## src/rtl/alp_pkg.sv

```systemverilog
// Shared encodings for the ALP controller/datapath bus: ALU ops, operand and
// load-source mux codes, and the Booth multiplication_control pairs.
package alp_pkg;

    typedef enum logic [2:0] {
        ALU_ADD  = 3'b000,
        ALU_SUB  = 3'b001,
        ALU_RSUB = 3'b010,
        ALU_AND  = 3'b011,
        ALU_OR   = 3'b100,
        ALU_XOR  = 3'b101,
        ALU_NOT  = 3'b110,
        ALU_PASS = 3'b111
    } alu_op_e;

    localparam logic [1:0] OPSEL_R0_R1  = 2'b00;
    localparam logic [1:0] OPSEL_IN_R0  = 2'b01;
    localparam logic [1:0] OPSEL_R0_ACC = 2'b10;
    localparam logic [1:0] OPSEL_ACC_Q  = 2'b11;

    localparam logic [1:0] R0SRC_IN  = 2'b00;
    localparam logic [1:0] R0SRC_ALU = 2'b01;
    localparam logic [1:0] R0SRC_R1  = 2'b10;
    localparam logic [1:0] R0SRC_ACC = 2'b11;

    localparam logic R1SRC_Q     = 1'b0;
    localparam logic R1SRC_R0    = 1'b1;
    localparam logic QSRC_HOLD   = 1'b0;
    localparam logic QSRC_R1     = 1'b1;
    localparam logic ACCSRC_ALU  = 1'b0;
    localparam logic ACCSRC_HOLD = 1'b1;

    // multiplication_control = {Q[0], G}
    localparam logic [1:0] MC_NOP_LO = 2'b00;
    localparam logic [1:0] MC_ADD    = 2'b01;
    localparam logic [1:0] MC_SUB    = 2'b10;
    localparam logic [1:0] MC_NOP_HI = 2'b11;

    function automatic logic is_arith(input logic [2:0] op);
        return (op == ALU_ADD) || (op == ALU_SUB) || (op == ALU_RSUB);
    endfunction

endpackage

```

## src/rtl/alp_alu.sv

```systemverilog
// Combinational N-bit ALU; result wraps modulo 2^N, ovf is two's-complement
// overflow for the three arithmetic ops and 0 otherwise.
module alp_alu
    import alp_pkg::*;
#(
    parameter int N = 4
) (
    input  logic [2:0]   op,
    input  logic [N-1:0] a,
    input  logic [N-1:0] b,
    output logic [N-1:0] y,
    output logic         ovf
);

    always_comb begin
        y   = a;
        ovf = 1'b0;
        case (op)
            ALU_ADD: begin
                y   = a + b;
                ovf = (a[N-1] == b[N-1]) && (y[N-1] != a[N-1]);
            end
            ALU_SUB: begin
                y   = a - b;
                ovf = (a[N-1] != b[N-1]) && (y[N-1] != a[N-1]);
            end
            ALU_RSUB: begin
                y   = b - a;
                ovf = (b[N-1] != a[N-1]) && (y[N-1] != b[N-1]);
            end
            ALU_AND:  y = a & b;
            ALU_OR:   y = a | b;
            ALU_XOR:  y = a ^ b;
            ALU_NOT:  y = ~a;
            default:  y = a;
        endcase
    end

endmodule

```

## src/rtl/alp_datapath.sv

```systemverilog
// ALP register/ALU datapath: R0, R1, Booth accumulator {ACCX,ACC}, Q and G.
// Define ALP_DP_OVF_EN to build the sticky signed-overflow flag on R0 ALU loads.
module alp_datapath
    import alp_pkg::*;
#(
    parameter int W = 4
) (
    input  logic         clk,
    input  logic         rst,
    input  logic [W-1:0] DATA_IN,
    input  logic [2:0]   alu_op,
    input  logic [1:0]   operation_mux_select,
    input  logic [1:0]   r0_inputmux_select,
    input  logic         r1_inputmux_select,
    input  logic         q_inputmux_select,
    input  logic         acc_inputmux_select,
    input  logic         clr_r0,
    input  logic         clr_r1,
    input  logic         clr_acc,
    input  logic         clr_q,
    input  logic         clr_g,
    input  logic         write_r0,
    input  logic         write_r1,
    input  logic         write_g,
    input  logic         ps_acc,
    input  logic         ps_q,
    input  logic         rl_acc,
    input  logic         rl_q,
    input  logic         serial_left_acc,
    input  logic         R0_outputmux_select,
    output logic [W-1:0] DATA_OUT,
    output logic [1:0]   multiplication_control,
    output logic         r0,
    output logic         r1,
    output logic         ovf
);

    logic [W-1:0] r0_reg, r1_reg, acc_reg, q_reg;
    logic         accx_reg, g_reg;

    logic [W:0]   a_x, b_x, y_x;
    logic [W-1:0] y_w;
    logic         ovf_x, ovf_w;
    logic         unused_flags;

    // Operands are built W+1 wide (sign-extended, ACC with its ACCX guard);
    // the W-bit ALU sees the low W bits of the same selection.
    always_comb begin
        a_x = {r0_reg[W-1], r0_reg};
        b_x = {r1_reg[W-1], r1_reg};
        case (operation_mux_select)
            OPSEL_R0_R1: begin
                a_x = {r0_reg[W-1], r0_reg};
                b_x = {r1_reg[W-1], r1_reg};
            end
            OPSEL_IN_R0: begin
                a_x = {DATA_IN[W-1], DATA_IN};
                b_x = {r0_reg[W-1], r0_reg};
            end
            OPSEL_R0_ACC: begin
                a_x = {r0_reg[W-1], r0_reg};
                b_x = {accx_reg, acc_reg};
            end
            default: begin
                a_x = {accx_reg, acc_reg};
                b_x = {q_reg[W-1], q_reg};
            end
        endcase
    end

    alp_alu #(.N(W)) u_alu_w (
        .op  (alu_op),
        .a   (a_x[W-1:0]),
        .b   (b_x[W-1:0]),
        .y   (y_w),
        .ovf (ovf_w)
    );

    alp_alu #(.N(W + 1)) u_alu_x (
        .op  (alu_op),
        .a   (a_x),
        .b   (b_x),
        .y   (y_x),
        .ovf (ovf_x)
    );

    always_ff @(posedge clk or posedge rst) begin
        if (rst) begin
            r0_reg   <= '0;
            r1_reg   <= '0;
            acc_reg  <= '0;
            accx_reg <= 1'b0;
            q_reg    <= '0;
            g_reg    <= 1'b0;
        end else begin
            if (clr_r0) begin
                r0_reg <= '0;
            end else if (write_r0) begin
                case (r0_inputmux_select)
                    R0SRC_IN:  r0_reg <= DATA_IN;
                    R0SRC_ALU: r0_reg <= y_w;
                    R0SRC_R1:  r0_reg <= r1_reg;
                    default:   r0_reg <= acc_reg;
                endcase
            end

            if (clr_r1) begin
                r1_reg <= '0;
            end else if (write_r1) begin
                r1_reg <= (r1_inputmux_select == R1SRC_R0) ? r0_reg : q_reg;
            end

            // {ACCX,ACC,Q} shifts right as one register; ACCX either holds
            // (arithmetic) or takes 0 (logical).
            if (clr_acc) begin
                {accx_reg, acc_reg} <= '0;
            end else if (ps_acc) begin
                if (acc_inputmux_select == ACCSRC_ALU) begin
                    {accx_reg, acc_reg} <= y_x;
                end
            end else if (rl_acc) begin
                accx_reg <= serial_left_acc ? 1'b0 : accx_reg;
                acc_reg  <= {accx_reg, acc_reg[W-1:1]};
            end

            if (clr_q) begin
                q_reg <= '0;
            end else if (ps_q) begin
                if (q_inputmux_select == QSRC_R1) begin
                    q_reg <= r1_reg;
                end
            end else if (rl_q) begin
                q_reg <= {acc_reg[0], q_reg[W-1:1]};
            end

            if (clr_g) begin
                g_reg <= 1'b0;
            end else if (write_g) begin
                g_reg <= q_reg[0];
            end
        end
    end

`ifdef ALP_DP_OVF_EN
    logic ovf_reg;

    always_ff @(posedge clk or posedge rst) begin
        if (rst) begin
            ovf_reg <= 1'b0;
        end else if (clr_r0) begin
            ovf_reg <= 1'b0;
        end else if (write_r0 && (r0_inputmux_select == R0SRC_ALU)
                     && is_arith(alu_op) && ovf_w) begin
            ovf_reg <= 1'b1;
        end
    end

    assign ovf          = ovf_reg;
    assign unused_flags = ovf_x;
`else
    assign ovf          = 1'b0;
    assign unused_flags = ovf_x ^ ovf_w;
`endif

    assign DATA_OUT               = R0_outputmux_select ? r1_reg : r0_reg;
    assign multiplication_control = {q_reg[0], g_reg};
    assign r0                     = |r0_reg;
    assign r1                     = |r1_reg;

endmodule
```

## config.mk

```make
export PLATFORM = sky130hd
export DESIGN_NAME = alp_datapath
export DESIGN_NICKNAME = d
export VERILOG_FILES = /design/src/rtl/alp_pkg.sv /design/src/rtl/alp_alu.sv /design/src/rtl/alp_datapath.sv
export SDC_FILE = /design/constraint.sdc
export NUM_CORES = 1
export LEC_CHECK = 0
export CAP_MARGIN = 20
export CORE_MARGIN = 5
export CORE_UTILIZATION = 60
export CTS_BUF_LIST = sky130_fd_sc_hd__clkbuf_2
export DETAILED_ROUTE_END_ITERATION = 8
export PLACE_DENSITY = 0.91
export RECOVER_POWER = 25
export SLEW_MARGIN = 10
export SYNTH_ARGS = -nofsm -noshare
export SYNTH_HDL_FRONTEND = slang
export SYNTH_SLANG_ARGS = --single-unit
```

## constraint.sdc

```tcl
create_clock -name clk -period 8.4 [get_ports clk]
set_input_delay 1.68 -clock clk [delete_from_list [all_inputs] [get_ports clk]]
set_output_delay 1.68 -clock clk [all_outputs]
set_load 0.01 [all_outputs]
```

; Word level (Yosys, flattened, before mapping)
; Cells that the tools add are included.
[totals]
rom_bits = 0
latchBits = 0
input_bits = 30
memories = 0
out_inout_bits = 9
ramBits = 0
register_bits = 18
[classes]
reduce_logical = 15
eq_ne = 12
multipliers = 0
n_addsub = 6
div_mod_pow = 0
magnitude_cmp = 0
muxes = 26
bitwise = 8
n_shift = 0
[op_table]
columns = op, count
row1 = $mux W4, 14
row2 = $pmux W5 S7, 1
row3 = $pmux W4 S7, 1
row4 = $pmux W5 S3, 1
row5 = $pmux W4 S3, 1
row6 = $pmux W5 S2, 1
row7 = $sub A5 B5 Y5, 2
row8 = $eq A3 B3 Y1 const B, 3
row9 = $reduce_bool A3 Y1, 3
row10 = $reduce_or A4 Y1, 2
row11 = $sub A4 B4 Y4, 2
row12 = $mux W1, 7
row13 = $eq A3 B2 Y1 const B, 2
row14 = $ne A3 B3 Y1 const B, 2
row15 = $reduce_bool A2 Y1, 3
row16 = $add A5 B5 Y5, 1
row17 = $and A5 B5 Y5, 1
row18 = $not A5 Y5, 1
row19 = $or A5 B5 Y5, 1
row20 = $xor A5 B5 Y5, 1
row21 = $add A4 B4 Y4, 1
row22 = $and A4 B4 Y4, 1
row23 = $eq A2 B1 Y1 const B, 2
row24 = $eq A2 B2 Y1 const B, 2
row25 = other kinds (9), 11

; Depth between registers and ports, before layout
; Gate-level depths: netlist of run 1.
[logic_depth]
word_depth = 8
depth_mapped = 15
depth_no_buf = 14

; Hierarchy
; A second synthesis of run 1 with hierarchy kept.
[unflattened]
hier_cells = 344
hier_area_um2 = 3007.9
[modules_own_cells]
columns = mod, instances, seq_area_each_um2, area_per_inst_um2, cells_each
row1 = alp_datapath, 1, 450.4, 1310.0, 115
row2 = alp_alu (u_alu_x), 1, 0.0, 925.9, 127
row3 = alp_alu (u_alu_w), 1, 0.0, 772.0, 102

; Worst setup path before layout of run 1
; Ideal clock, no wire load.
[synth_timing]
path_type = input to register
from = input operation_mux_select[1]
to = register r0_reg[3]
path_buffers = 1
path_slack_ps = 4245
t_arrival_ps = 4034
setup_ps = 121
cell_stages = 13
required_ps = 8279
cell_sequence = buf_6 > mux2_4 > mux2i_4 > ha_1 > a21oi_1 > xor2_1 > ha_1 > nand3b_1 > and3_1 > o21a_1 > a311oi_1 > o221a_1 > o21ai_1
[synth_via]
elab_chain_len = 8
[synth_rtl]
columns = element, line_no
row1 = start: declaration, alp_datapath.sv:12  ; input logic [1:0] operation_mux_select,
row2 = $eq A2 B2 Y1 / $logic_not A2 Y1 (equally long branches), alp_datapath.sv:51  ; case (operation_mux_select)
row3 = $reduce_or A2 Y1 (no line), --
row4 = $pmux W5 S2, alp_datapath.sv:51
row5 = "$sub A4 B4 Y4, or another cell as far along", alp_alu.sv:28  ; y = b - a;
row6 = $pmux W4 S7 (*), alp_alu.sv:18  ; case (op)
row7 = $pmux W4 S3 (*), alp_datapath.sv:99  ; case (r0_inputmux_select)
row8 = $mux W4 (*), alp_datapath.sv:98  ; end else if (write_r0) begin
row9 = $mux W4 (*), alp_datapath.sv:96  ; if (clr_r0) begin
row10 = end signal: assignment, alp_datapath.sv:101  ; R0SRC_ALU: r0_reg <= y_w;
row11 = end signal: assignment, alp_datapath.sv:102  ; R0SRC_R1: r0_reg <= r1_reg;
row12 = end signal: assignment, alp_datapath.sv:103  ; default: r0_reg <= acc_reg;
row13 = end: declaration, alp_datapath.sv:38  ; logic [W-1:0] r0_reg, r1_reg, acc_reg, q_reg;
; Every way passes the cells marked *; elsewhere a longest branch is shown, timed or not. The select of a mux whose other input is x is not followed.
; A chain may end at the register's enable or synchronous reset.

; Worst setup path after layout of run 1
; Same ends and word-level chain as after synthesis.

==> impl_metrics.csv, run 1 <==
group,metric,value,unit
place,pre_cts_ws,3.14,ns
cells_and_area,area.sequential,450,um^2
grt,grt_pass1_wl,9440,um
place,io_buffers,37,
synthesis,synth_area_leaders,"dfrtp_1 (20%), ha_1 (11%), mux2i_1 (5.4%)",
detailed_routing,wl,5590,um
grt,grt_max_degree,23,
place,post-dp-hpwl,4420,um
cts,clk_pin_slew_worst_paths,0.16,ns
sta,setup_tns,0,ns
setup_path,cp-end-kind,"flip-flop",
power_and_ir_drop,p_total,291,uW
cts,cts.sinks,18,
power_and_ir_drop,ir_drop,0.0775,mV
floorplanning,dieHeight,71.0,um
floorplanning,die_w,71.0,um
synthesis,synth_edf_count,0,
worst_hold_path,hold_class,"flip-flop to flip-flop",
sta,max_freq,199,MHz
synthesis,yosysTopAreaCell,"dfrtp_1",
floorplanning,initial_core_util,61.4,%
sta,setup_viol,0,
synthesis,synth_async_sr_flop_share,100,%
sta,max_slew_margin,42.9,%
cts,clockBufferDepth,2,
floorplanning,coreArea,3630,um^2
synthesis,syn_area_per_cell,8.79,um^2
cells_and_area,num-nets-final,332,
detailed_routing,vias,2060,
grt,antenna_found_initial,0,
setup_path,cp_max_fo,11,
synthesis,ys.flop_type,"dfrtp_1",
synthesis,syn-num-nets,305,
cells_and_area,drive_gt1_share,8.24,%
power_and_ir_drop,powerDensity,112,nW/um^2
sta,worst_pin_slew,0.851,ns
cts,cts_root_buffer,"clkbuf_2",
cts,cts_hold_buf,0,
cts,clock_latency,0.30,ns
worst_hold_path,hold_path_depth,2,
cts,cts_max_level,1,
setup_path,critPathLaunchType,"input pin",
synthesis,yosysUniqueCellTypes,63,
sta,worst_slack,3.38,ns
detailed_routing,route.detailed.drc,0,
cells_and_area,antenna_cells,0,
detailed_routing,drt-initial-drc-count,148,
synthesis,synth-seq-cells,18,
sta,clock_skew,0.00618,ns
floorplanning,dieArea,5040,um^2
detailed_routing,wl_per_cell,17.1,um
sta,fin_crit_sh,59.8,%
grt,grt_pass1_vias,2022,
sta,maxSlewViolCount,0,
synthesis,netlist.area_leader.share,20.2,%
cts,post_cts_buffers,0,
floorplanning,pin_count,39,
synthesis,ys_warn_count,0,
setup_path,reg2reg_depth,13,
outcome,status,"finished, final reports clean",
detailed_routing,ant_nets,0,
cells_and_area,multiInputGateArea,1630,um^2
sta,min_period,5.02,ns
detailed_routing,via_per_inst,6.30,
place,gp_congestion,0.964,
detailed_routing,firstDrtPassIters,4,
power_and_ir_drop,leakage,0.00115,uW
setup_path,required,8.60,ns
floorplanning,fp-row-count,22,
sta,hold_violations,0,
sta,rsz0062_at_grt,"no",
cts,cts_made_buffers,3,
cts,cts_tree,"done",
grt,grtUsageTotal,23.0,%
cts,cts_resized,0,
flow_run,drv_cap,0,
synthesis,ys_seq_area_share,20.2,%
cells_and_area,synthToLayoutAreaGrowth,16.3,%
grt,grt_overflow,0,
synthesis,synth_area,2230,um^2
setup_path,cp.arrival,5.22,ns
synthesis,syn_inst,254,
cells_and_area,fillers,292,
setup_path,path_class,"input pin to flip-flop",
==> final timing paths <==
check	startpoint	endpoint	slack [ns]
worst max-delay path	operation_mux_select[1]	r0_reg[3]	3.38
worst min-delay path	g_reg	g_reg	0.56
worst max register to register	acc_reg[0]	r0_reg[3]	5.14
worst min register to register	g_reg	g_reg	0.56
max in group asynchronous	rst	acc_reg[2]	6.08
min in group asynchronous	rst	q_reg[3]	1.89
==> routing by layer <==
layer,routed length [um],up-vias,GRT usage (%)
met5,0,-,0
met4,118,0,6.47
met3,386,13,2.56
met2,2640,89,40.2
li1,-,983,-
met1,2450,975,29.9
==> placed cells by master (no fill, tap or decap), types with 4 or more instances in the layout <==
master	count
clkdlybuf4s50_1	35
o31ai_1	4
o211ai_1	5
inv_1	19
mux4_1	4
o21ai_0	9
nor2_1	17
o21ai_1	7
nand2b_1	5
xnor2_1	4
nand3_1	4
a21oi_1	13
dfrtp_1	18
o221ai_1	4
ha_1	19
mux2i_1	12
mux2_2	7
nand2_1	23
a211oi_1	6
==> Yosys cell counts, types with 4 or more instances <==
| master | count |
|---|---|
| mux2_2 | 7 |
| o21ai_0 | 9 |
| buf_4 | 4 |
| nor2_1 | 17 |
| o211ai_1 | 5 |
| o221ai_1 | 4 |
| inv_1 | 19 |
| ha_1 | 19 |
| dfrtp_1 | 18 |
| o21ai_1 | 7 |
| mux4_1 | 4 |
| nand3_1 | 4 |
| xnor2_1 | 4 |
| nand2_1 | 23 |
| mux2i_1 | 12 |
| clkbuf_1 | 7 |
| a211oi_1 | 6 |
| o31ai_1 | 4 |
| nand2b_1 | 5 |
| a21oi_1 | 13 |
==> critical path, cell delays in order <==
cell	delay, ns
clkdlybuf4s50_1	0.77
mux2i_1	0.24
nand2_1	0.07
o21ai_1	0.29
ha_1	0.28
a21oi_1	0.06
xor2_1	0.18
ha_1	0.37
nand3b_1	0.13
and3_1	0.19
o21a_1	0.18
a311oi_1	0.42
o221a_1	0.28
o21ai_1	0.08
==> power breakdown <==
group	internal [uW]	switching, uW
clock network	9.74	26.1
registers	92.3	9.92
logic	73.4	79.9
==> metrics by stage <==
stage               utilization, %  hold slack (ns)  instance area, um^2  cells
floorplan                        -            0.483                 2230    254
global placement              71.0            0.504                 2580    324
detailed placement            71.0            0.531                 2580    324
CTS                           71.5            0.567                 2600    327
global route                  71.5            0.614                 2600    327
finish                        71.5            0.559                 2600    327
==> cells by family (layout without fill, tap and decap cells) <==
| kind of cell | Yosys count | after routing | share of synthesized area (%) |
|---|---|---|---|
| xor+xnor | 6 | 6 | 2.69 |
| buf+inv | 35 | 60 | 7.01 |
| mux | 28 | 28 | 17.6 |
| flops | 18 | 18 | 20.2 |
| simple gates | 70 | 70 | 15.5 |
| compound gates | 75 | 75 | 24.4 |
| fa+ha+maj | 21 | 21 | 12.4 |
| other cells | 1 | 1 | 0.168 |
==> final cells by class <==
type	instances	area share, %
repair buffers	37	14.3
clock buffers	3	0.578
well taps	48	2.31
inverters	20	2.89
multi-input cells	201	62.6
flip-flops and latches	18	17.3
No activity file was read; power rests on OpenSTA's default activity.
==> run 2, diff against run 1 <==
Settings changed: CORE_UTILIZATION 60 to 55, PLACE_DENSITY 0.91 to 0.85.
Clock period 8.4 ns to 5.2 ns, I/O delays scaled along.
==> run 2 against run 1 <==
Net effect: via count down 0.19%; register-to-register slack worse by 3.1 ns; die area up 7.8%; critical path depth down 2; sequential share of layout area down 0.21 points; total power up 62%; final cell count up 1.8%; global-route usage down 0.11 points; routed wire length up 1.6%; clock skew up 0.021 ns; cell area up 1.3%.
==> impl_metrics.csv, run 2 (synthesized netlist as in run 1, its figures left out) <==
group,metric,value,unit
setup_path,worstPathBufferInverterCount,1,
cts,cts.sinks,18,
cells_and_area,fillers,339,
cells_and_area,final_cell_mix,"clkdlybuf4s50_1 (35), nand2_1 (23), inv_1 (19), ha_1 (19), dfrtp_1 (18)",
detailed_routing,drt-initial-drc-count,128,
detailed_routing,wl_per_cell,17.1,um
floorplanning,dieArea,5430,um^2
place,gp_congestion,0.963,
power_and_ir_drop,powerDensity,180,nW/um^2
outcome,status,"finished, final reports clean",
sta,clock_skew,0.0268,ns
floorplanning,initial_core_util,56.2,%
sta,maxSlewViolCount,0,
floorplanning,die_w,73.7,um
power_and_ir_drop,leakage,0.00117,uW
power_and_ir_drop,ir_drop,0.199,mV
detailed_routing,firstDrtPassIters,4,
setup_path,worstPathCellList,"clkdlybuf4s50_1 > mux2i_4 > ha_1 > a21oi_1 > xor2_1 > ha_1 > nand3b_1 > and3_1 > o21a_1 > a311oi_1 > o221a_1 > o21ai_1",
cts,post_cts_buffers,0,
setup_path,cp_max_fo,13,
detailed_routing,ant_nets,0,
grt,grt_pass1_wl,9680,um
sta,fin_crit_sh,80.4,%
cts,cts_max_level,1,
setup_path,cp-startpoint,"operation_mux_select[0]",
sta,rsz0062_at_grt,"no",
setup_path,cp.depth,12,
grt,grtUsageTotal,22.9,%
place,post-dp-hpwl,4480,um
sta,max_freq,239,MHz
place,io_buffers,37,
setup_path,cpPeakStageDelay,0.89,ns
cells_and_area,drive_gt1_share,9.54,%
cells_and_area,antenna_cells,0,
setup_path,r2r-end,"r0_reg[3]",
setup_path,endpoint,"r0_reg[3]",
floorplanning,dieHeight,73.7,um
cts,cts_made_buffers,3,
detailed_routing,route.detailed.drc,0,
floorplanning,fp-row-count,23,
cts,clock_latency,0.32,ns
detailed_routing,wl,5680,um
setup_path,path_class,"input pin to flip-flop",
setup_path,cp_top_family,"compound AO/OA/AOI/OAI gates",
cts,clk_pin_slew_worst_paths,0.18,ns
cells_and_area,num-nets-final,336,
place,pre_cts_ws,0.763,ns
setup_path,crit_slowest_cell,"clkdlybuf4s50_1",
sta,hold_violations,0,
cts,cts_tree,"done",
power_and_ir_drop,p_total,472,uW
sta,worst_pin_slew,0.858,ns
grt,grt_overflow,0,
cells_and_area,synthToLayoutAreaGrowth,17.8,%
setup_path,reg2reg_slack,2.03,ns
cells_and_area,final_common_cell,"clkdlybuf4s50_1",
sta,setup_tns,0,ns
floorplanning,pin_count,39,
flow_run,drv_cap,0,
cts,cts_resized,0,
detailed_routing,vias,2056,
setup_path,reg2reg_depth,13,
setup_path,cp_common_cell,"ha_1",
setup_path,critPathLaunchType,"input pin",
cts,clockBufferDepth,2,
detailed_routing,via_per_inst,6.17,
cts,cts_hold_buf,0,
grt,grt_pass1_vias,2029,
grt,grt_max_degree,23,
worst_hold_path,hold_class,"flip-flop to flip-flop",
cts,cts_root_buffer,"clkbuf_2",
grt,antenna_found_initial,0,
setup_path,cp.arrival,4.41,ns
setup_path,r2r-start,"acc_reg[0]",
setup_path,required,5.43,ns
sta,min_period,4.18,ns
sta,worst_slack,1.02,ns
sta,setup_viol,0,
floorplanning,coreArea,3970,um^2
sta,max_slew_margin,42.4,%
setup_path,cp-end-kind,"flip-flop",
## run 2: cell type report
cell class                      count  area [um^2]  area share, %
Multi-Input combinational cell    201         1630           61.8
Sequential cell                    18          450           17.1
Timing Repair Buffer               41          400           15.2
Inverter                           20         75.1           2.86
Tap cell                           50         62.6           2.38
Clock buffer                        3         15.0          0.571
## run 2: per-stage QoR
step,std cells,utilization [%],hold slack [ns],instance area (um^2)
floorplan,254,-,0.483,2230
global placement,330,65.8,0.520,2610
detailed placement,330,65.8,0.545,2610
CTS,333,66.2,0.583,2630
global route,333,66.2,0.647,2630
finish,333,66.2,0.580,2630
## run 2: worst min-delay path by stage
stage / start / endpoint / slack, ns / depth (start not counted)
after global placement: g_reg / g_reg / 0.52 / 2
after global routing: q_reg[1] / q_reg[1] / 0.65 / 2
final: g_reg / g_reg / 0.58 / 2
after CTS: q_reg[1] / q_reg[1] / 0.58 / 2
after detailed placement: q_reg[1] / q_reg[1] / 0.55 / 2
after floorplan: q_reg[1] / q_reg[1] / 0.48 / 2
## run 2: where the power goes
part           internal (uW)  total (uW)  switching, uW
combinational            120         248            128
sequential               149         165           16.3
clock                   15.7        58.5           42.8
## run 2: routing by layer
layer	up-vias	GRT usage, %	wire (um)
li1	996	-	-
met1	990	31.1	2640
met2	62	38.3	2690
met3	8	2.46	264
met4	0	6.24	80
met5	-	0	0
## run 2: worst register-to-register path, stage by stage, from the launching register on
cell and delay, ns:
dfrtp_1 0.48, mux2i_1 0.19, nand2_1 0.07, o21ai_1 0.29, ha_1 0.27, a21oi_1 0.06
xor2_1 0.15, ha_1 0.37, nand3b_1 0.11, and3_1 0.18, o21a_1 0.18, a311oi_1 0.39
o221a_1 0.27, o21ai_1 0.07
==> run 3, diff against run 2 <==
Clock period 5.2 ns to 4.1 ns, I/O delays scaled along.
==> run 3 against run 2 <==
Net effect: clock power is 28% higher; sequential power is 27% higher; total power is 29% higher; flip-flop and latch count stayed put; final cell count is 2.1% higher; via count is 0.73% higher; largest cell class unchanged; combinational power is 30% higher.
==> impl_metrics.csv, run 3 (synthesized netlist as in run 1, its figures left out) <==
group,metric,value,unit
sta,rsz0062_at_grt,"no",
sta,clock_skew,0.00265,ns
cts,cts_hold_buf,0,
cells_and_area,final_cell_mix,"clkdlybuf4s50_1 (35), nand2_1 (23), inv_1 (19), ha_1 (19), dfrtp_1 (18)",
cells_and_area,final_common_cell,"clkdlybuf4s50_1",
floorplanning,initial_core_util,56.2,%
setup_path,path_class,"input pin to flip-flop",
cts,clk_pin_slew_worst_paths,0.16,ns
cells_and_area,num-nets-final,343,
sta,maxSlewViolCount,0,
detailed_routing,vias,2071,
cts,clock_latency,0.31,ns
power_and_ir_drop,leakage,0.00120,uW
grt,grt_pass1_vias,2053,
grt,antenna_found_initial,0,
detailed_routing,wl,5600,um
worst_hold_path,worstHoldStart,"g_reg",
detailed_routing,drt-initial-drc-count,132,
cts,cts_root_buffer,"clkbuf_2",
place,post-dp-hpwl,4480,um
place,placed_cells,337,
cells_and_area,drive_gt1_share,11.7,%
sta,fin_crit_sh,91.9,%
detailed_routing,ant_nets,0,
cts,cts_tree,"done",
grt,grtUsageTotal,21.7,%
floorplanning,coreArea,3970,um^2
cts,cts_made_buffers,3,
outcome,status,"finished, final reports clean",
power_and_ir_drop,ir_drop,0.164,mV
sta,max_freq,265,MHz
sta,setup_tns,0,ns
place,io_buffers,37,
cells_and_area,synthToLayoutAreaGrowth,20.1,%
floorplanning,dieArea,5430,um^2
setup_path,required,4.32,ns
cells_and_area,antenna_cells,0,
sta,hold_violations,0,
cts,cts_max_level,1,
sta,max_slew_margin,44.1,%
cts,clockBufferDepth,2,
grt,grt_overflow,0,
sta,setup_viol,0,
cts,cts.sinks,18,
floorplanning,die_w,73.7,um
detailed_routing,via_per_inst,6.09,
setup_path,reg2reg_depth,13,
cts,post_cts_buffers,0,
floorplanning,fp-row-count,23,
sta,worst_pin_slew,0.834,ns
floorplanning,pin_count,39,
setup_path,r2r-end,"r0_reg[3]",
floorplanning,dieHeight,73.7,um
place,pre_cts_ws,0.0336,ns
detailed_routing,wl_per_cell,16.5,um
setup_path,cp-end-kind,"flip-flop",
grt,grt_max_degree,22,
power_and_ir_drop,powerDensity,226,nW/um^2
worst_hold_path,min_to,"g_reg",
detailed_routing,firstDrtPassIters,4,
cells_and_area,stdcell_count,340,
setup_path,cp-startpoint,"operation_mux_select[1]",
setup_path,cp.arrival,3.99,ns
detailed_routing,route.detailed.drc,0,
grt,grt_pass1_wl,9300,um
setup_path,reg2reg_slack,1.02,ns
setup_path,cp_max_fo,5,
worst_hold_path,hold_class,"flip-flop to flip-flop",
sta,min_period,3.77,ns
cts,cts_resized,0,
sta,worst_slack,0.331,ns
place,gp_congestion,0.983,
worst_hold_path,hold_path_depth,2,
power_and_ir_drop,p_total,607,uW
setup_path,critPathLaunchType,"input pin",
flow_run,drv_cap,0,
setup_path,r2r-start,"acc_reg[0]",
## run 3: changes by cell type in the layout (fill, tap and decap cells not counted), sizes merged
cell	before	now
buf	4	11
## run 3: layer usage
metal	wire, um	GRT usage, %	share of wire (%)	up-vias
met4	81	8.45	1.4	0
met2	2630	35.7	47	73
met1	2500	29.2	45	973
met5	0	0	0	-
met3	379	2.19	6.8	9
li1	-	-	-	1016
## run 3: power breakdown
group,internal [uW],switching (uW),total [uW]
clock network,19.9,54.7,74.6
logic,159,163,323
registers,189,20.6,210
## run 3: critical path, stage by stage
cell             delay, ns
clkdlybuf4s50_1       0.58
buf_4                 0.19
mux2_4                0.30
mux2i_2               0.35
a32oi_1               0.20
xnor2_1               0.16
ha_1                  0.31
and3_1                0.15
o21a_1                0.17
a311oi_1              0.39
o221a_1               0.27
o21ai_1               0.08
## run 3: layout make-up
class | count | area, um^2
fillers | 316 | 1290
inverters | 20 | 75.1
clock buffers | 3 | 15.0
repair buffers | 48 | 453
well taps | 50 | 62.6
multi-input cells | 201 | 1630
flip-flops and latches | 18 | 450
## run 3: worst max-delay path by stage
| stage | slack, ns | endpoint | cells after the start |
|---|---|---|---|
| after global placement | 0.17 | accx_reg | 12 |
| after detailed placement | 0.03 | r0_reg[3] | 12 |
| after CTS | 0.37 | r0_reg[3] | 12 |
| final | 0.33 | r0_reg[3] | 12 |
| after floorplan | 0.81 | r0_reg[3] | 13 |
| after global routing | 0.14 | r0_reg[3] | 14 |
## run 3: per-stage QoR
stage          cell area, um^2  utilization (%)  hold slack, ns
2_1_floorplan             2230                -           0.483
3_3_place_gp              2670             67.1           0.519
3_5_place_dp              2670             67.1           0.529
4_1_cts                   2680             67.5           0.563
5_1_grt                   2680             67.5           0.617
6_report                  2680             67.5           0.559
==> edit 1, RTL diff (settings of run 3) <==
The option `ALP_DP_OVF_EN` is turned on by a define.
--- a/src/rtl/alp_datapath.sv
+++ b/src/rtl/alp_datapath.sv
@@ -1,5 +1,7 @@
 // ALP register/ALU datapath: R0, R1, Booth accumulator {ACCX,ACC}, Q and G.
 // Define ALP_DP_OVF_EN to build the sticky signed-overflow flag on R0 ALU loads.
+`define ALP_DP_OVF_EN
+
 module alp_datapath
     import alp_pkg::*;
 #(
Formal check against the unedited RTL: not equivalent (Yosys sat finds a counterexample within 4 cycles, from zero or initial values and one cycle with rst high).
==> edit 1 against run 3 <==
  * Final cell count increased by 8.5%
  * Final area increased by 7.3%
  * Wire length increased by 19%
  * Non-clock buffer count increased by 5
  * Largest cell class unchanged
  * Synthesized cell count increased by 8.7%
  * Power increased by 15%
  * Critical endpoint is now r0_reg[1]
  * Setup slack improved by 0.054 ns
  * Utilization about the same
  * Synthesized area increased by 6.8%
  * Sequential power increased by 5%
  * Fmax increased by 1.5%
  * Via count increased by 11%
  * Sequential cell count increased by 1
==> edit 1: results (changes against run 3) <==
- Met2 demand-to-capacity share in global routing: 0.439 (+0.0819)
- Wire per inst: 18.1 µm (+9.8%)
- Post_cts resized: 0 (unchanged)
- Async S/R FF share, synth: 1.00 (unchanged)
- Port buffer count: 38 (+2.7%)
- GRT Overall Usage: 0.252 (+0.0347)
- Highest routed layer: met4
- Run status: finished clean
- Nets@finish: 374 (+9.0%)
- Mean number of vias per cell: 6.23 (+2.3%)
- Worst hold path endpoint: ovf
- Postcts setup bufs: 0 (unchanged)
- Detailed Place HPWL: 5390 µm (+20%)
- Leak: 1.25 nW (+3.9%)
- M1 wire length: 2770 µm (+10%)
- Met3 wirelength from detailed routing: 421 µm (+11%)
- Antenna diodes: 0 (unchanged)
- Yosys warns: 0 (unchanged)
- Antenna violations before repair: 0 (unchanged)
- Share of the yosys chip area belonging to registers: 0.199 (-0.00232)
- Biggest area contributors in the synthesized netlist: dfrtp_1 20%, ha_1 12%, mux2i_1 8.0%
- Reg2Reg Setup Slack: 0.95 ns (-0.07 ns)
- Unique cell type count in the Yosys netlist: 56 (-11%)
- Top cell types by occurrence after synthesis: 22 x ha_1, 22 x nand2_1, 20 x nor2_1, 19 x dfrtp_1, 19 x mux2i_1
- Clock tree buffer depth: 2 (unchanged)
- Worst r2r src: q_reg[0]
- Kind of path behind the tightest hold check: reg2reg
- Global-route met3 utilization: 0.0501 (+0.0282)
- First-pass GRT wire length: 11000 µm (+19%)
- Initial drt markers: 197 (+49%)
- Arrival time reported for the critical path endpoint: 3.96 ns (-0.03 ns)
- Drt pass-1 iters: 4 (unchanged)
- Fraction of final layout cells sized beyond drive strength 1: 0.117 (-0.000522)
- Filler Cells Inserted: 350 (+11%)
- Clock insertion delay at the later pin of the skew report: 0.32 ns
- Worst clock skew: 0.00370 ns (+0.00105 ns)
- GPL Wtd Cong: 0.937 (-4.6%)
- Root buf cell: clkbuf_2
- Detailed-routed wire length on met2: 3360 µm (+28%)
- Crit path from: operation_mux_select[1]
- Number of buffers added by the clock tree synthesis step: 3 (unchanged)
- R2R depth: 11 (-2)
- Global Route met1 Usage: 0.315 (+0.0230)
- Launch instance of the worst min-delay path: ovf
- Maximum fanout along the worst path: 5 (unchanged)
- Maximum number of pins on one net before global-route repair: 24 (+9.1%)
- Hold Path Stages: 2 (unchanged)
- Global-route congestion overflow total: 0 (unchanged)
- Synthesized netlist net count: 332 (+8.9%)
- Clk pin slew, worst setup/hold paths: 0.21 ns (+0.05 ns)
- Clock H-tree levels: 1 (unchanged)
- Peak ir drop on the vdd network: 186 µV (+14%)
- Max-slew headroom: 0.411 (-0.0300)
- Vias in the first global route: 2371 (+15%)
- FF-to-FF End: accx_reg
==> edit 1: where the power goes <==
group	switching, W	internal [W]
Combinational	0.000198	0.000188
Sequential	0.0000212	0.000199
Clock	0.0000658	0.0000227
==> edit 1: cell type report <==
type,instances,area [µm²],area share
Multi-Input combinational cell,221,1750,0.607
Timing Repair Buffer,53,493,0.171
Sequential cell,19,475,0.165
Inverter,20,75.1,0.0261
Tap cell,52,65.1,0.0226
Clock buffer,3,15.0,0.00522
Clock inverter,1,7.51,0.00261
==> edit 1: cells by family (layout without fill, tap and decap cells) <==
group                    Yosys count  after routing  synth area share
AND/OR/NAND/NOR                   78             78             0.160
adder cells (fa/ha/maj)           26             26             0.149
XOR/XNOR                          14             14            0.0572
flip-flops                        19             19             0.199
multiplexers                      28             28             0.146
AO/OA/AOI/OAI                     75             75             0.221
buffers and inverters             36             77            0.0677
==> edit 1: through the flow <==
stage	worst slack [ns]	cells	util	instance area [µm²]	hold WS, ns
2_1_floorplan	0.451	276	-	2380	0.486
3_3_place_gp	0.126	365	0.670	2860	0.506
3_5_place_dp	0.0389	365	0.670	2860	0.533
4_1_cts	0.401	369	0.675	2880	0.565
5_1_grt	0.160	369	0.675	2880	0.592
6_report	0.385	369	0.675	2880	0.560
==> edit 1: how the worst max path moves through the flow <==
stage | end | slack, ns
finish | r0_reg[1] | 0.39
global route | r0_reg[1] | 0.16
CTS | r0_reg[1] | 0.40
detailed placement | r0_reg[1] | 0.04
global placement | accx_reg | 0.13
floorplan | accx_reg | 0.45
==> edit 1: critical path, stage by stage <==
cell and delay [ns]:
clkdlybuf4s50_1 0.57, mux2_1 0.35, mux2i_1 0.25, buf_4 0.19, inv_1 0.06, ha_1 0.19, buf_4 0.14, fa_1 0.43
a2111oi_0 0.49, o221ai_1 0.17, and3_1 0.20, o32ai_1 0.11
==> edit 2, RTL diff (config.mk and constraints of run 3) <==
Without the edit above. Remove the case item `ALU_ADD` of the case on `op`.
--- a/src/rtl/alp_alu.sv
+++ b/src/rtl/alp_alu.sv
@@ -16,10 +16,6 @@
         y   = a;
         ovf = 1'b0;
         case (op)
-            ALU_ADD: begin
-                y   = a + b;
-                ovf = (a[N-1] == b[N-1]) && (y[N-1] != a[N-1]);
-            end
             ALU_SUB: begin
                 y   = a - b;
                 ovf = (a[N-1] != b[N-1]) && (y[N-1] != a[N-1]);
Behaviour: not the same (Yosys sat finds a counterexample within 4 cycles, from zero or initial values and one cycle with rst high).
==> edit 2 against run 3 <==
  * Clock power up 6.0%
  * Setup slack better by 0.15 ns
  * Synthesized cell count grew 2.0%
  * Wire length down 2.1%
  * First-iteration DRC count up 9.1%
  * Synthesized area shrank 3.8%
  * Power shrank 4.4%
  * Final area decreased by 5.6%
  * Sequential cell count unchanged
  * Die area fell by 3.2%
  * Critical path depth is 1 higher
  * Combinational power down 9.9%
  * Sequential power is essentially flat
  * Critical path type unchanged
  * Highest routed layer unchanged
==> edit 2: results (changes against run 3) <==
- Share of the yosys chip area belonging to registers: 0.210 (+0.00787)
- Initial drt markers: 144 (+9.1%)
- GPL Wtd Cong: 0.920 (-6.4%)
- Arrival time reported for the critical path endpoint: 3.86 ns (-0.13 ns)
- Met3 wirelength from detailed routing: 395 µm (+4.2%)
- Peak ir drop on the vdd network: 199 µV (+22%)
- Detailed Place HPWL: 4330 µm (-3.4%)
- CP max stage delay: 0.64 ns (+0.06 ns)
- Worst clock skew: 0.0127 ns (+0.0100 ns)
- Biggest area contributors in the synthesized netlist: dfrtp_1 21%, ha_1 10%, mux2i_1 7.9%
- Total non-filler cell area in the finished layout: 0.00253 mm² (-5.6%)
- Fraction of final layout cells sized beyond drive strength 1: 0.0906 (-0.0266)
- R2R depth: 12 (-1)
- Unique cell type count in the Yosys netlist: 54 (-14%)
- Leak: 1.08 nW (-10%)
- Synthesized netlist net count: 309 (+1.3%)
- Period Utilization, post-route: 0.883 (-0.0358)
- Detailed-routed wire length on met2: 2610 µm (-0.95%)
- Reg2Reg Setup Slack: 1.22 ns (+0.20 ns)
- Wire per inst: 16.4 µm (-0.59%)
- FF-to-FF End: acc_reg[2]
- M1 wire length: 2440 µm (-2.6%)
- Max-slew headroom: 0.453 (+0.0125)
- Filler Cells Inserted: 312 (-1.3%)
- Nets@finish: 338 (-1.5%)
- First-pass GRT wire length: 9110 µm (-2.0%)
- Run status: finished clean
- Top cell types by occurrence after synthesis: 24 x nand2_1, 24 x nor2_1, 21 x inv_1, 19 x a21oi_1
edit 2: how the worst min path moves through the flow:
stage	from	end	slack (ns)	cells after the start
2_1_floorplan	q_reg[1]	q_reg[1]	0.49	2
3_3_place_gp	g_reg	g_reg	0.50	2
3_5_place_dp	q_reg[3]	q_reg[3]	0.53	2
4_1_cts	q_reg[3]	q_reg[3]	0.57	2
5_1_grt	q_reg[1]	q_reg[1]	0.62	2
6_report	g_reg	g_reg	0.56	2
edit 2: layout make-up:
cell class,instances,area share
Timing Repair Buffer,40,0.155
Tap cell,48,0.0237
Sequential cell,18,0.178
Inverter,21,0.0311
Clock inverter,1,0.00148
Multi-Input combinational cell,204,0.605
Clock buffer,3,0.00593
edit 2: critical path, delay by kind of cell:
kind | cells | cell delay (ns)
compound gates | 3 | 0.72
fa+ha+maj | 2 | 0.66
buf+inv | 2 | 0.70
mux | 2 | 0.35
simple gates | 4 | 0.61
edit 2: cells by family after synthesis:
| logic type | Yosys count | share of synthesized area |
|---|---|---|
| AO/OA/AOI/OAI | 81 | 0.274 |
| AND/OR/NAND/NOR | 72 | 0.154 |
| buffers and inverters | 37 | 0.0775 |
| multiplexers | 27 | 0.147 |
| adder cells (fa/ha/maj) | 20 | 0.123 |
| flip-flops | 18 | 0.210 |
| XOR/XNOR | 3 | 0.0122 |
| other | 1 | 0.00175 |
edit 2: power by group:
| part | internal [W] | switching, W | total, W |
|---|---|---|---|
| registers | 0.000189 | 0.0000202 | 0.000210 |
| clock network | 0.0000212 | 0.0000579 | 0.0000791 |
| logic | 0.000137 | 0.000154 | 0.000291 |
